**config.mk**
```make
export PLATFORM = sky130hd
export DESIGN_NAME = udma_evt_arbiter
export DESIGN_NICKNAME = d
export VERILOG_FILES = /design/src/rtl/udma_evt_arbiter.sv
export SDC_FILE = /design/constraint.sdc
export NUM_CORES = 1
export LEC_CHECK = 0
export ABC_AREA = 1
export ABC_CLOCK_PERIOD_IN_PS = 2700
export CELL_PAD_IN_SITES_DETAIL_PLACEMENT = 0
export CELL_PAD_IN_SITES_GLOBAL_PLACEMENT = 1
export CORE_MARGIN = 2
export CORE_UTILIZATION = 35
export DETAILED_ROUTE_END_ITERATION = 10
export MAX_ROUTING_LAYER = met4
export PLACE_DENSITY_LB_ADDON = 0.1
export SETUP_SLACK_MARGIN = 0.5
export SLEW_MARGIN = 20
export SYNTH_ARGS = -nofsm -noshare
export SYNTH_HDL_FRONTEND = slang
export SYNTH_SLANG_ARGS = --single-unit
```
**constraint.sdc**
```tcl
create_clock -name clk_i -period 2.7 [get_ports clk_i]
set_clock_uncertainty 0.15 [all_clocks]
set_input_delay 0.27 -clock clk_i [delete_from_list [all_inputs] [get_ports clk_i]]
set_output_delay 0.27 -clock clk_i [all_outputs]
set_load 0.1 [all_outputs]
```
**src/rtl/udma_evt_arbiter.sv**
```systemverilog
// Round-robin concentrator that merges per-source event pulses onto the single uDMA event channel.
// Each source keeps a saturating pending count; sticky overflow flags record pulses that were lost.
module udma_evt_arbiter #(
    parameter int unsigned N_SRC    = 8,
    parameter int unsigned CNT_W    = 2,
    parameter logic [7:0]  EVT_BASE = 8'h00
) (
    input  logic             clk_i,
    input  logic             rstn_i,
    input  logic             enable_i,
    input  logic [N_SRC-1:0] src_evt_i,
    output logic             event_valid_o,
    output logic [7:0]       event_data_o,
    input  logic             event_ready_i,
    output logic [N_SRC-1:0] ovf_o,
    input  logic [N_SRC-1:0] ovf_clr_i,
    output logic             busy_o
);

    localparam int unsigned     PtrW   = $clog2(N_SRC);
    localparam logic [CNT_W-1:0] CntMax = '1;
    localparam logic [PtrW-1:0]  PtrRst = PtrW'(N_SRC - 1);

    typedef enum logic [0:0] {StIdle, StOffer} state_e;

    state_e           state_q;
    logic [7:0]       data_q;
    logic [PtrW-1:0]  ptr_q;
    logic [CNT_W-1:0] cnt_q [N_SRC];
    logic [CNT_W-1:0] cnt_d [N_SRC];
    logic [N_SRC-1:0] ovf_q, ovf_d;
    logic [N_SRC-1:0] req, dec;
    logic [PtrW-1:0]  sel;
    logic             sel_found;
    logic             accept;
    logic             load;
    int unsigned      idx;

    always_comb begin
        for (int i = 0; i < int'(N_SRC); i++) begin
            req[i] = (cnt_q[i] != '0);
        end
    end

    // Search starts just after the last winner, so the previous winner is considered last.
    always_comb begin
        sel       = ptr_q;
        sel_found = 1'b0;
        idx       = 0;
        for (int unsigned k = 1; k <= N_SRC; k++) begin
            idx = (32'(ptr_q) + k) % N_SRC;
            if (!sel_found && req[PtrW'(idx)]) begin
                sel       = PtrW'(idx);
                sel_found = 1'b1;
            end
        end
    end

    assign accept = event_valid_o & event_ready_i;
    assign load   = enable_i & sel_found & ((state_q == StIdle) | accept);

    always_comb begin
        for (int i = 0; i < int'(N_SRC); i++) begin
            dec[i]   = load && (sel == PtrW'(i));
            cnt_d[i] = cnt_q[i];
            ovf_d[i] = ovf_q[i];
            if (src_evt_i[i] && !dec[i]) begin
                if (cnt_q[i] != CntMax) begin
                    cnt_d[i] = cnt_q[i] + 1'b1;
                end
            end else if (!src_evt_i[i] && dec[i]) begin
                cnt_d[i] = cnt_q[i] - 1'b1;
            end
            // A lost pulse outranks a same-cycle clear.
            if (src_evt_i[i] && !dec[i] && (cnt_q[i] == CntMax)) begin
                ovf_d[i] = 1'b1;
            end else if (ovf_clr_i[i]) begin
                ovf_d[i] = 1'b0;
            end
        end
    end

    always_ff @(posedge clk_i or negedge rstn_i) begin
        if (!rstn_i) begin
            for (int i = 0; i < int'(N_SRC); i++) begin
                cnt_q[i] <= '0;
            end
            ovf_q <= '0;
        end else begin
            for (int i = 0; i < int'(N_SRC); i++) begin
                cnt_q[i] <= cnt_d[i];
            end
            ovf_q <= ovf_d;
        end
    end

    always_ff @(posedge clk_i or negedge rstn_i) begin
        if (!rstn_i) begin
            state_q <= StIdle;
            data_q  <= 8'h00;
            ptr_q   <= PtrRst;
        end else begin
            unique case (state_q)
                StIdle: begin
                    if (load) begin
                        state_q <= StOffer;
                    end
                end
                StOffer: begin
                    if (accept && !load) begin
                        state_q <= StIdle;
                    end
                end
                default: state_q <= StIdle;
            endcase
            // Loads only happen when no offer is pending or it is being accepted: no retraction.
            if (load) begin
                data_q <= EVT_BASE + 8'(sel);
                ptr_q  <= sel;
            end
        end
    end

    assign event_valid_o = (state_q == StOffer);
    assign event_data_o  = data_q;
    assign ovf_o         = ovf_q;
    assign busy_o        = event_valid_o | (|req);

endmodule

```
== Yosys cells after proc, flatten, opt, wreduce, memory -nomap -nowiden ==
Index checks and enable logic that the tools add are counted.

* Register bits: 31
* Bits in latches: 0
* Memory bits (writable): 0
* ROM bits: 0
* Bits of input ports: 20
* Memories kept: 0

* $add $sub $neg: 24
* $mul: 0
* Divide/modulo/power cells: 0
* $lt $le $gt $ge: 8
* Equality and inequality tests: 31
* Shift operators: 0
* Muxes and demuxes: 75
* Bitwise logic cells: 6
* Reduce and logical (&&, ||, !) cells: 98

{| class="wikitable"
|+ Operator list
! kind !! number
|-
| $mux 2 || 24
|-
| $reduce_bool 2->1 || 24
|-
| $logic_and 1x1->1 || 40
|-
| $mux 1 || 34
|-
| $lt 3x4->1 const B || 8
|-
| $bmux 1 s3 || 8
|-
| $logic_not 1->1 || 24
|-
| $mux 3 || 8
|-
| $ne 2x2->1 const B || 9
|-
| $add 2x1->2 const B || 8
|-
| $eq 2x2->1 const B || 8
|-
| $reduce_and 2->1 || 8
|-
| $sub 2x1->2 const B || 8
|-
| $ne 2x1->1 const B || 7
|-
| $add 3x3->3 const B || 4
|-
| $eq 3x3->1 const B || 4
|-
| $reduce_or 8->1 || 1
|-
| $add 3x1->3 const B || 2
|-
| $add 3x2->3 const B || 2
|-
| $eq 3x2->1 const B || 2
|-
| $and 1x1->1 || 3
|-
| $eq 3x1->1 const B || 1
|-
| $logic_not 3->1 || 1
|-
| $or 1x1->1 || 2
|-
| other kinds (2) || 2
|}

== Logic depth before layout (Yosys ltp) ==
* Word-level depth: 32
* Mapped depth: 23
* Depth with buffers taken out: 22

== Worst setup path after synthesis ==
OpenSTA, ideal clock, no wires.

* Kind: reg-to-reg
* Start: register ptr_q[1]
* End: register cnt_q[5] (netlist name)
* Setup time: 0.120 ns
* Arrival: 2.714 ns
* Data required time: 2.430 ns
* Setup slack: -0.285 ns
* Stages on the path, launching flop included: 21
* Path buffers: 1
* Period minus slack after synthesis: 2.985 ns
* Path through: dfstp_2 buf_4 inv_1 ha_1 inv_2 nand3_2 nand3_2 nand2_4 nand2_4 nor2_8 nand3_2 nor2_4 nand2_4 clkinv_2 nand2_1 nand2_2 nand2_1 nor2_2 nand2_1 o21ai_1 nand2_1

* Longest elaborated chain between the ends: 32

{| class="wikitable"
|+ Ends and longest elaborated chain
! element !! line !! source
|-
| from (decl) || 28 || <nowiki>logic [PtrW-1:0] ptr_q;</nowiki>
|-
| from (signal assigned) || 101 || <nowiki>ptr_q <= PtrRst;</nowiki>
|-
| from (signal assigned) || 119 || <nowiki>ptr_q <= sel;</nowiki>
|-
| $add 3x1->3 || 51 || <nowiki>idx = (32'(ptr_q) + k) % N_SRC;</nowiki>
|-
| $bmux 1 s3 || 52 || <nowiki>if (!sel_found && req[PtrW'(idx)]) begin</nowiki>
|-
| $mux 1 (implied by the code) || 52 ||
|-
| $mux 1 || 52 ||
|-
| $logic_not 1->1 || 52 ||
|-
| $logic_and 1x1->1 || 52 ||
|-
| $mux 1 || 52 ||
|-
| $logic_not 1->1 || 52 ||
|-
| [15 not listed] || -- ||
|-
| $logic_and 1x1->1 || 52 ||
|-
| $mux 1 || 52 ||
|-
| $and 1x1->1 (2 in series) || 60 || <nowiki>assign load = enable_i & sel_found & ((state_q == StIdle) | accept);</nowiki>
|-
| $logic_and 1x1->1 (*) || 64 || <nowiki>dec[i] = load && (sel == PtrW'(i));</nowiki>
|-
| $logic_not 1->1 || 67 || <nowiki>if (src_evt_i[i] && !dec[i]) begin</nowiki>
|-
| $logic_and 1x1->1 || 67 ||
|-
| $ne 2x1->1 (no source line) / $reduce_bool 2->1 (equally long branches) || -- ||
|-
| $reduce_and 2->1 (no source line) || -- ||
|-
| to (signal, indexed assignment) || 91 || <nowiki>cnt_q[i] <= cnt_d[i];</nowiki>
|-
| to (decl) || 29 || <nowiki>logic [CNT_W-1:0] cnt_q [N_SRC];</nowiki>
|}

Every way passes the cells marked *; elsewhere a longest branch is shown, timed or not. The select of a mux whose other input is x is not followed.
A chain may end at the register's enable or synchronous reset.

== Worst setup path in the final report ==
* Start: register ptr_q[1]
* End: register cnt_q[3] (netlist name)

Same word-level chain as after synthesis.

==> summary.txt <==
outcome -> finished with violations
violations in the final reports -> setup timing
layout-stage area growth over the synthesis result -> 49.5%
DRC violation count after routing -> 0
TritonCTS clock tree -> built
worst rel slew slack -> 0.559
aggregate global-route resource usage -> 0.197
proportion of layout cells with a drive suffix above 1 -> 0.391
site row count -> 30
Hold Fails Final Rpt -> 0
antenna violations before repair -> 0
CP required -> 2730 ps
buffer depth of the longest clock path -> 2
logic depth of the worst register-to-register path -> 19
Port Buffer Count -> 32
post-synth top area cell -> sky130_fd_sc_hd__dfrtp_1
number of iterations in the first detailed-routing pass -> 4
CTS Root Buffer Type -> sky130_fd_sc_hd__clkbuf_8
vertical die dimension -> 87.4 um
Highest Clock Rate -> 0.343 GHz
RePlAce Congestion -> 0.946
startpoint kind of the worst setup timing path -> register
antenna diode instance count -> 0
sequential cell area fraction in the yosys report -> 0.320
most numerous cell types in the synthesized netlist -> 115 x sky130_fd_sc_hd__nand2_1, 59 x sky130_fd_sc_hd__nand3_1, 33 x sky130_fd_sc_hd__inv_1, 28 x sky130_fd_sc_hd__dfrtp_1, 14 x sky130_fd_sc_hd__nor2_1
number of global-route vias before repair -> 2423
ports placed on the boundary -> 38
Crit Reg-Reg Startpoint -> ptr_q[1]
Mapped Avg Cell Area -> 7.03 um2
placed cell count -> 502
Synth Flop Type -> sky130_fd_sc_hd__dfrtp_1
post-synth top area share -> 0.288
path category of the worst min-delay check -> input port to asynchronous set/reset pin
class of the most critical setup path -> register to register
Setup violations, final -> 27
non-filler cells, final -> 523
post-DR vias/cell -> 4.87
sink count of the clock tree -> 31
final-report max-slew violation count -> 0
ys async rst share -> 1.00
Routed WL -> 6.94 mm
largest fanout on the critical path -> 7
dominant cells by area after synthesis -> sky130_fd_sc_hd__dfrtp_1 29%, sky130_fd_sc_hd__nand2_1 18%, sky130_fd_sc_hd__nand3_1 12%
number of storage elements in the synthesis netlist -> 31
setup slack of the most critical reg-to-reg path -> -220 ps
Clock Latency Late Sink -> 290 ps
count of yosys warnings during synthesis -> 0
Worst-Margin Slew -> 661 ps
Die ar. -> 0.00763 mm2
type of destination of the critical path -> register
wire length of the first global-routing pass -> 11.5 mm
number of H-tree branching levels -> 2
number of hold buffers added after cts -> 0
HPWL after detailed placement -> 5.32 mm
standard cell core area -> 0.00676 mm2
pin count of the biggest net entering global routing -> 32
grt total ovfl -> 0
period utilisation layout -> 1.08
number of synthesized flops with an enable pin -> 0
count of nets left with antenna violations after detail routing -> 0
Synth Cell Area -> 0.00243 mm2
clock transition at the registers of the reported paths -> 70 ps
max capacitance violation total -> 0
Die Width -> 87.4 um
critical path data arrival time -> 2950 ps
Synth cell types -> 34
crit path setup slack, layout -> -217 ps
drt first-iter violations -> 145
NumNets Final -> 464
Syn Inst Count -> 346
number of CTS-inserted buffers -> 5
most numerous cell in the Yosys netlist -> sky130_fd_sc_hd__nand2_1
destination of the worst register-to-register timing path -> cnt_q[3]
unrepaired setup endpoints after global routing -> yes
DR WL/cell -> 13.3 um
min cycle time layout -> 2920 ps
Initial Util -> 0.360
via total after detailed routing -> 2545
==> area by class of cell <==
class                           instances  area (um2)
Clock buffer                            7        76.3
Clock inverter                          1        5.00
Fill cell                             652        3120
Inverter                               39         164
Multi-Input combinational cell        270        1710
Sequential cell                        31         781
Tap cell                               80         100
Timing Repair Buffer                   95         805
==> stage by stage <==
step / instance area, um2 / hold slack, ps / utilization / setup slack [ps] / TNS, ps
finish: 3640 / 232 / 0.538 / -217 / -4600
floorplan: 2490 / -176 / - / -75.7 / -821
detailed placement: 3180 / 321 / 0.471 / -298 / -3710
global route: 3640 / 288 / 0.538 / -446 / -9930
CTS: 3400 / 252 / 0.503 / -218 / -3850
global placement: 3180 / 318 / 0.471 / -328 / -3650
==> kinds of logic after synthesis <==
| logic type | share of synthesized area |
|---|---|
| simple gates | 0.476 |
| buf+inv | 0.0910 |
| flops | 0.320 |
| compound gates | 0.0679 |
| xor+xnor | 0.0329 |
| fa+ha+maj | 0.0103 |
| other cells | 0.00154 |
==> critical path, stage by stage (launching register included) <==
cell and delay, ps:
sky130_fd_sc_hd__dfstp_2 590, sky130_fd_sc_hd__inv_4 50, sky130_fd_sc_hd__ha_4 320, sky130_fd_sc_hd__inv_6 60, sky130_fd_sc_hd__nand3_4 90, sky130_fd_sc_hd__nand3_4 80, sky130_fd_sc_hd__nand2_4 120, sky130_fd_sc_hd__nand2_4 80
sky130_fd_sc_hd__nor2_8 120, sky130_fd_sc_hd__nand4_1 160, sky130_fd_sc_hd__o21ai_1 120, sky130_fd_sc_hd__inv_1 50, sky130_fd_sc_hd__nand2_1 70, sky130_fd_sc_hd__nand2_2 90, sky130_fd_sc_hd__nand2_4 90, sky130_fd_sc_hd__nand3_4 120
sky130_fd_sc_hd__inv_2 110, sky130_fd_sc_hd__nand3b_1 120, sky130_fd_sc_hd__o21ai_1 160, sky130_fd_sc_hd__nand2_1 50
==> flip-flops by register name, indices dropped and copies added, names as in the netlist <==
name           flops
ptr_q              3
event_valid_o      1
ovf_o              8
event_data_o       3
cnt_q             16
==> repair_timing <==
item,CTS,global route
pin swaps,9,20
setup endpoints to repair,31,31
buffers inserted,3,10
resized for setup,27,42
==> placed cells by master (no fill, tap or decap), types with 5 or more instances in the layout <==
cell,netlist,final
sky130_fd_sc_hd__buf_6,1,5
sky130_fd_sc_hd__nor2_1,14,8
sky130_fd_sc_hd__nand3_2,11,19
sky130_fd_sc_hd__nand2_4,5,6
sky130_fd_sc_hd__nor2_4,4,7
sky130_fd_sc_hd__o21ai_0,9,5
sky130_fd_sc_hd__clkdlybuf4s50_1,0,19
sky130_fd_sc_hd__clkbuf_8,0,5
sky130_fd_sc_hd__buf_4,7,69
sky130_fd_sc_hd__conb_1,1,5
sky130_fd_sc_hd__dfrtp_1,28,27
sky130_fd_sc_hd__nand2_2,6,17
sky130_fd_sc_hd__inv_2,4,5
sky130_fd_sc_hd__nor2_2,3,6
sky130_fd_sc_hd__nand2_1,115,102
sky130_fd_sc_hd__inv_1,33,29
sky130_fd_sc_hd__o22ai_1,6,5
sky130_fd_sc_hd__nand3_1,59,45
sky130_fd_sc_hd__nand3_4,0,6
sky130_fd_sc_hd__nand4_1,10,10
sky130_fd_sc_hd__o21ai_1,7,8
==> how the worst max path moves through the flow <==
stage               startpoint   endpoint  slack, ps  cells after the start
floorplan             ptr_q[0]   cnt_q[0]        -80                     20
global placement      ptr_q[1]  cnt_q[14]       -330                     19
detailed placement    ptr_q[1]  cnt_q[14]       -300                     19
CTS                   ptr_q[0]  cnt_q[12]       -220                     19
global route          ptr_q[1]   cnt_q[5]       -450                     19
finish                ptr_q[1]   cnt_q[3]       -220                     19
==> metal layers <==
metal | global-route usage | part of all wire
met1 | 0.256 | 0.48
met2 | 0.314 | 0.48
met3 | 0.0322 | 0.024
met4 | 0.0629 | 0.019
met5 | - | 0
Power is left out: the tool's default activity adds up to more than one toggle a clock period on the data nets, which glitch-free logic cannot reach.
